$ cat config.mk
export PLATFORM = sky130hd
export DESIGN_NAME = gate_exerciser
export DESIGN_NICKNAME = d
export VERILOG_FILES = /design/src/rtl/gate_exerciser_pkg.sv /design/src/rtl/gate_exerciser_sync2.sv /design/src/rtl/gate_exerciser.sv
export SDC_FILE = /design/constraint.sdc
export NUM_CORES = 1
export LEC_CHECK = 0
export CAP_MARGIN = 10
export CORE_UTILIZATION = 40
export CTS_CLUSTER_DIAMETER = 150
export DETAILED_ROUTE_END_ITERATION = 7
export SYNTH_ARGS = -nofsm -noshare
export SYNTH_HDL_FRONTEND = slang
export SYNTH_SLANG_ARGS = --single-unit
$ cat constraint.sdc
create_clock -name clk -period 2.3 [get_ports clk]
set_input_delay 0.345 -clock clk [delete_from_list [all_inputs] [get_ports clk]]
set_output_delay 0.345 -clock clk [all_outputs]
set_load 0.1 [all_outputs]
$ cat src/rtl/gate_exerciser_pkg.sv
// Shared types and constants for the 2-input gate exerciser: FSM states,
// vector width and the truth tables of the common 2-input gates.
package gate_test_pkg;

  localparam int VEC_W = 2;

  // Truth tables indexed by {a,b}.
  localparam logic [3:0] TT_AND  = 4'b1000;
  localparam logic [3:0] TT_OR   = 4'b1110;
  localparam logic [3:0] TT_XOR  = 4'b0110;
  localparam logic [3:0] TT_NAND = 4'b0111;
  localparam logic [3:0] TT_NOR  = 4'b0001;

  typedef enum logic [2:0] {
    ST_IDLE,
    ST_DRIVE,
    ST_SETTLE,
    ST_SAMPLE,
    ST_DONE
  } state_e;

endpackage : gate_test_pkg

$ cat src/rtl/gate_exerciser_sync2.sv
// Two-flop synchroniser bringing the asynchronous gate output into clk.
module sync2 (
  input  logic clk,
  input  logic rst_n,
  input  logic d,
  output logic q
);

  logic meta_q;
  logic sync_q;

  // NOTE: sequential state uses non-blocking assignments so every flop
  // samples the pre-edge value of its neighbours; blocking here would
  // collapse the two stages into one.
  always_ff @(posedge clk or negedge rst_n) begin
    if (!rst_n) begin
      meta_q <= 1'b0;
      sync_q <= 1'b0;
    end else begin
      meta_q <= d;
      sync_q <= meta_q;
    end
  end

  assign q = sync_q;

endmodule : sync2

$ cat src/rtl/gate_exerciser.sv
// Sweeps {a,b} = 00..11 into a gate under test, waits SETTLE_CYCLES, samples the
// synchronised output and scores it against GATE_FN.
module gate_exerciser
  import gate_test_pkg::*;
#(
  parameter logic [3:0] GATE_FN       = TT_AND,
  parameter int         SETTLE_CYCLES = 4
) (
  input  logic             clk,
  input  logic             rst_n,
  input  logic             start,
  output logic             gate_a,
  output logic             gate_b,
  input  logic             gate_out,
  output logic             busy,
  output logic             done,
  output logic             pass,
  output logic [2:0]       err_count,
  output logic [VEC_W-1:0] fail_vec
);

  // The synchroniser needs two cycles plus one of margin before the sample.
  if (SETTLE_CYCLES < 3 || SETTLE_CYCLES > 255) begin : g_bad_settle
    $error("gate_exerciser: SETTLE_CYCLES must be in 3..255");
  end

  localparam logic [7:0] SETTLE_LAST = 8'(SETTLE_CYCLES - 1);

  logic gate_sync;

  sync2 u_sync (
    .clk   (clk),
    .rst_n (rst_n),
    .d     (gate_out),
    .q     (gate_sync)
  );

  state_e           state_q,  state_d;
  logic [VEC_W-1:0] vec_q,    vec_d;
  logic [7:0]       cnt_q,    cnt_d;
  logic             gate_a_q, gate_a_d;
  logic             gate_b_q, gate_b_d;
  logic             busy_q,   busy_d;
  logic             done_q,   done_d;
  logic             pass_q,   pass_d;
  logic [2:0]       err_q,    err_d;
  logic [VEC_W-1:0] fail_q,   fail_d;

  // Outputs are registered: entering DRIVE already presents the new vector,
  // entering DONE already presents done/pass/err_count together.
  always_comb begin
    // NOTE: every comb output gets a default first, so no path leaves a
    // variable unassigned and no latch is inferred. Blocking assignments
    // here let later lines (pass_d) see the updated err_d.
    state_d  = state_q;
    vec_d    = vec_q;
    cnt_d    = cnt_q;
    gate_a_d = gate_a_q;
    gate_b_d = gate_b_q;
    busy_d   = busy_q;
    done_d   = 1'b0;
    pass_d   = pass_q;
    err_d    = err_q;
    fail_d   = fail_q;

    unique case (state_q)
      ST_IDLE: begin
        if (start) begin
          state_d  = ST_DRIVE;
          vec_d    = '0;
          err_d    = '0;
          fail_d   = '0;
          pass_d   = 1'b0;
          busy_d   = 1'b1;
          gate_a_d = 1'b0;
          gate_b_d = 1'b0;
        end
      end

      ST_DRIVE: begin
        state_d = ST_SETTLE;
        cnt_d   = '0;
      end

      ST_SETTLE: begin
        if (cnt_q == SETTLE_LAST) begin
          state_d = ST_SAMPLE;
        end else begin
          cnt_d = cnt_q + 8'd1;
        end
      end

      ST_SAMPLE: begin
        if (gate_sync != GATE_FN[vec_q]) begin
          err_d = err_q + 3'd1;
          if (err_q == 3'd0) fail_d = vec_q;
        end
        if (vec_q == 2'd3) begin
          state_d = ST_DONE;
          busy_d  = 1'b0;
          done_d  = 1'b1;
          pass_d  = (err_d == 3'd0);
        end else begin
          state_d  = ST_DRIVE;
          vec_d    = vec_q + 2'd1;
          gate_a_d = vec_d[1];
          gate_b_d = vec_d[0];
        end
      end

      ST_DONE: state_d = ST_IDLE;

      default: state_d = ST_IDLE;
    endcase
  end

  // NOTE: only control flops live here, so all of them take the async
  // reset; a reset mid-sweep therefore aborts it with no done pulse.
  always_ff @(posedge clk or negedge rst_n) begin
    if (!rst_n) begin
      state_q  <= ST_IDLE;
      vec_q    <= '0;
      cnt_q    <= '0;
      gate_a_q <= 1'b0;
      gate_b_q <= 1'b0;
      busy_q   <= 1'b0;
      done_q   <= 1'b0;
      pass_q   <= 1'b0;
      err_q    <= '0;
      fail_q   <= '0;
    end else begin
      state_q  <= state_d;
      vec_q    <= vec_d;
      cnt_q    <= cnt_d;
      gate_a_q <= gate_a_d;
      gate_b_q <= gate_b_d;
      busy_q   <= busy_d;
      done_q   <= done_d;
      pass_q   <= pass_d;
      err_q    <= err_d;
      fail_q   <= fail_d;
    end
  end

  assign gate_a    = gate_a_q;
  assign gate_b    = gate_b_q;
  assign busy      = busy_q;
  assign done      = done_q;
  assign pass      = pass_q;
  assign err_count = err_q;
  assign fail_vec  = fail_q;

endmodule : gate_exerciser

Word level (Yosys, flattened, before mapping):

Cells that the tools add are included.
W data, S select, Z words.

* flip-flop bits (word level): 25
* input port bits: 4
* logic and storage cells: 70

* $add $sub $neg: 3
* order comparisons: 1
* equal/unequal tests: 13
* multiplexer cells: 30
* reduce and logical (&&, ||, !) cells: 11

Operators with widths (number)
* $mux W3: 6
* $pmux W8 S2: 1
* $ne A2 B2 Y1 const B: 7
* $pmux W3 S4: 1
* $logic_not A3 Y1: 3
* $mux W1: 9
* $add A8 B1 Y8 const B: 1
* $eq A8 B2 Y1 const B: 1
* $mux W2: 4
* $mux W8: 1
* $pmux W1 S2: 4
* $pmux W2 S2: 2
* $eq A3 B2 Y1 const B: 2
* $pmux W3 S2: 1
* $reduce_and A2 Y1: 3
* $reduce_and A3 Y1: 2
* $reduce_and A4 Y1: 1
* $reduce_bool A2 Y1: 2
* $add A3 B1 Y3 const B: 1
* $eq A3 B1 Y1 const B: 1
* $lt A2 B3 Y1 const B: 1
* $add A2 B1 Y2 const B: 1
* $bmux W1 S2: 1
* $eq A2 B2 Y1 const B: 1
* $ne A1 B1 Y1: 1

Depth between registers and ports, before layout:

* word-level depth: 8
* mapped depth: 6

Hierarchy:

A second synthesis with hierarchy kept.

* cells, all modules: 106
* area total of the unflattened synthesis: 1126.1 um2

By module, submodules not included
* gate_exerciser: times used 1, cells each 104, area an instance 1076.0 um2, sequential area each 525.5 um2
* sync2: times used 1, cells each 2, area an instance 50.0 um2, sequential area each 50.0 um2

Worst setup path after synthesis:

No wires, ideal clock.

* path type: flip-flop to flip-flop
* start point: register gate_b (netlist name)
* end point: register fail_q[0] (netlist: fail_vec[0])
* arrival: 2112 ps
* required time: 2220 ps
* path slack: 108 ps
* cell stages (with the launch flop): 6
* period minus slack after synthesis: 2192 ps
* cells stage by stage: dfrtp_1 ha_1 xor2_1 nand2_1 nor3b_2 mux2i_1

RTL lines
* end signal: assignment: RTL line gate_exerciser.sv:141 `fail_q <= fail_d;`
* end: declaration: RTL line gate_exerciser.sv:47 `logic [VEC_W-1:0] fail_q, fail_d;`

==> impl_metrics.ini <==
[sta]
layout_min_cycle_time_ns = 1.72
maxSlewHeadroom_pct = 75.4
layout_setup_ws_ns = 0.575
fin_setup_tns_ns = 0
worstMarginPinSlew_ns = 0.368
slew_viol_final = 0
fmax_mhz = 580
setup_viol = 0
holdWs_ns = 0.366
finalHoldViolCount = 0
rsz0062_at_grt = false
timing.final.crit_share_pct = 75.0
skew_ns = 0.00477

[setup_path]
ff2ff_setup_slack_ns = 0.58
cp-end-kind = flop
cp_max_fo = 6
path_class = flop to flop
r2r_start = gate_b
worstPathArrival_ns = 1.96
required_ns = 2.53
start_kind = flop
crit_chain = ha_1 -> xor2_1 -> nand2_1 -> nor3b_2 -> mux2i_1
startpoint = gate_b
reg2reg_to = fail_vec[0]
critical_path.max_stage_delay_ns = 0.48
r2r_cells = 5
critPathSlowestCell = dfrtp_1

[hold_path]
hold-path-cell-count = 0
hp-class = flop to flop
min-delay-start = u_sync.meta_q
hold_end = u_sync.q

[global_route]
grt_pass1_vias = 757
grt_use_total_pct = 13.8
overflow = 0
use_met1_pct = 18.7
top_usage_layer = met2
use_met3_pct = 2.33
grt_max_degree = 24
grt_pass1_wl_um = 3380
antenna_found_initial = 0
use_met2_pct = 21.5

[placement]
dp_hpwl_um = 1420
globalplace.congestion = 0.803
pre_cts_slack_ns = 0.454
dp.cells = 151
io_buffers = 13

[drt]
routed_wl_um = 1990
vias = 799
dr.first_iter.drc_count = 19
first_pass_iters = 4
wl_per_cell_um = 12.8
viasPerCell = 5.15
drcViolationCount = 0
ant_nets = 0

[clocking]
cts.sinks = 23
cts_buffers = 3
h-tree-depth = 1
clk_latency_ns = 0.30
clockBufferDepth = 2
path_clk_slew_ns = 0.12
post_cts_resized = 0
post_cts_buffers = 0
cts_hold_buf = 0
clockRootBuffer = clkbuf_4
cts_tree = done

[yosys]
syn_inst = 109
ys_seq_area_share_pct = 49.8
synth_fp_nets = 118
ys_seq_elements = 23
ys_warn_count = 0
ys.flop_type = dfrtp_1
synth_edf_count = 0
synth_cell_types = 39
postSynthAreaPerCell_sq_um = 10.6
synth_area_sq_mm = 0.00115
synthArstFlopShare_pct = 100

[floorplanning]
die_w_um = 55.7
die-height_um = 55.7
initial_core_util_pct = 42.2
pin_count = 14
rows = 19
coreArea_sq_mm = 0.00273
dieArea_sq_mm = 0.00311

[power_and_ir_drop]
power_density_mw_per_mm2 = 1400
worst_ir_drop_vdd_v = 0.000895
leakagePower_nw = 0.622

[layout]
n_fill_cell = 264
finalNetCount = 134
syn2layout_area_growth_pct = 13.3
n_antenna_cell = 0
drive_gt1_share_pct = 16.9
multi_input_area_sq_um = 526
ff_latch_area_sq_um = 576
final_cells = 155

[run]
cap_viol_max_count = 0

[run_status]
status = completed
synth_stat cells (2+ instances only):
| master | number | area, sq um |
|---|---|---|
| a21oi_1 | 2 | 10.0 |
| buf_6 | 2 | 22.5 |
| dfrtp_1 | 23 | 576 |
| ha_1 | 5 | 62.6 |
| inv_1 | 6 | 22.5 |
| mux2i_1 | 2 | 20.0 |
| nand2_1 | 9 | 33.8 |
| nand3_1 | 8 | 40.0 |
| nand4_1 | 2 | 12.5 |
| nor2_1 | 11 | 41.3 |
| nor3b_2 | 2 | 25.0 |
| o21ai_1 | 3 | 15.0 |
| or3_1 | 2 | 12.5 |
| xor2_1 | 7 | 61.3 |
cell families after synthesis:
group	after synthesis	synth area share [%]
AND/OR/NAND/NOR	46	22.8
flip-flops	23	49.8
AO/OA/AOI/OAI	14	8.56
buffers and inverters	10	4.66
XOR/XNOR	8	6.07
adder cells (fa/ha/maj)	5	5.42
multiplexers	3	2.71
layer usage:
metal / wire length (um) / share of wire, % / vias up
met5: 0 / 0 / -
met4: 19 / 0.96 / 0
met3: 57 / 2.9 / 2
met2: 925 / 47 / 9
met1: 984 / 50 / 380
li1: - / - / 408
cell type report:
cell class / count / share of cell area, %
Multi-Input combinational cell: 76 / 40.2
Sequential cell: 23 / 44.0
Tap cell: 31 / 2.96
Timing Repair Buffer: 15 / 9.18
Clock buffer: 4 / 2.01
Inverter: 6 / 1.72
flip-flops by register name, summed over array words and instances (netlist names):
signal / cells
state_q: 3
gate_b: 1
fail_vec: 2
pass: 1
busy: 1
vec_q: 1
err_count: 3
cnt_q: 8
u_sync.q: 1
u_sync.meta_q: 1
done: 1
worst max-delay path by stage:
stage	endpoint	slack [ns]	cells past startpoint
floorplan	fail_vec[0]	0.11	5
global placement	gate_b	0.48	5
detailed placement	gate_b	0.45	5
CTS	fail_vec[0]	0.55	5
global route	fail_vec[0]	0.39	5
finish	fail_vec[0]	0.58	5
where the power goes:
group / total (W) / internal [W] / switching (W)
clock: 0.000182 / 0.0000675 / 0.000114
sequential: 0.000644 / 0.000505 / 0.000138
combinational: 0.00100 / 0.000297 / 0.000706
total: 0.00183 / 0.000870 / 0.000958
layout by cell type, fill, tap and decap left out, types with 2 or more instances in the layout:
cell type,n
nand4_1,2
inv_1,6
clkbuf_4,3
buf_4,12
o21ai_1,3
mux2i_1,2
clkdlybuf4s50_1,3
dfrtp_1,23
nand2_1,9
a21oi_1,2
nor3b_2,2
xor2_1,7
ha_1,5
nor2_1,11
or3_1,2
nand3_1,8
worst max-delay path, delay by kind of cell (launching register included):
kind,cells,cell delay (ns)
multiplexers,1,0.20
AND/OR/NAND/NOR,2,0.46
adder cells (fa/ha/maj),1,0.25
flip-flops,1,0.48
XOR/XNOR,1,0.27
stage by stage:
| step | utilization [%] | area, sq um | power [W] |
|---|---|---|---|
| after floorplan | - | 1150 | 0.00147 |
| after global placement | 46.9 | 1280 | 0.00165 |
| after detailed placement | 46.9 | 1280 | 0.00167 |
| after CTS | 47.9 | 1310 | 0.00185 |
| after global routing | 47.9 | 1310 | 0.00195 |
| final | 47.9 | 1310 | 0.00183 |
No activity file was read; power rests on OpenSTA's default activity.
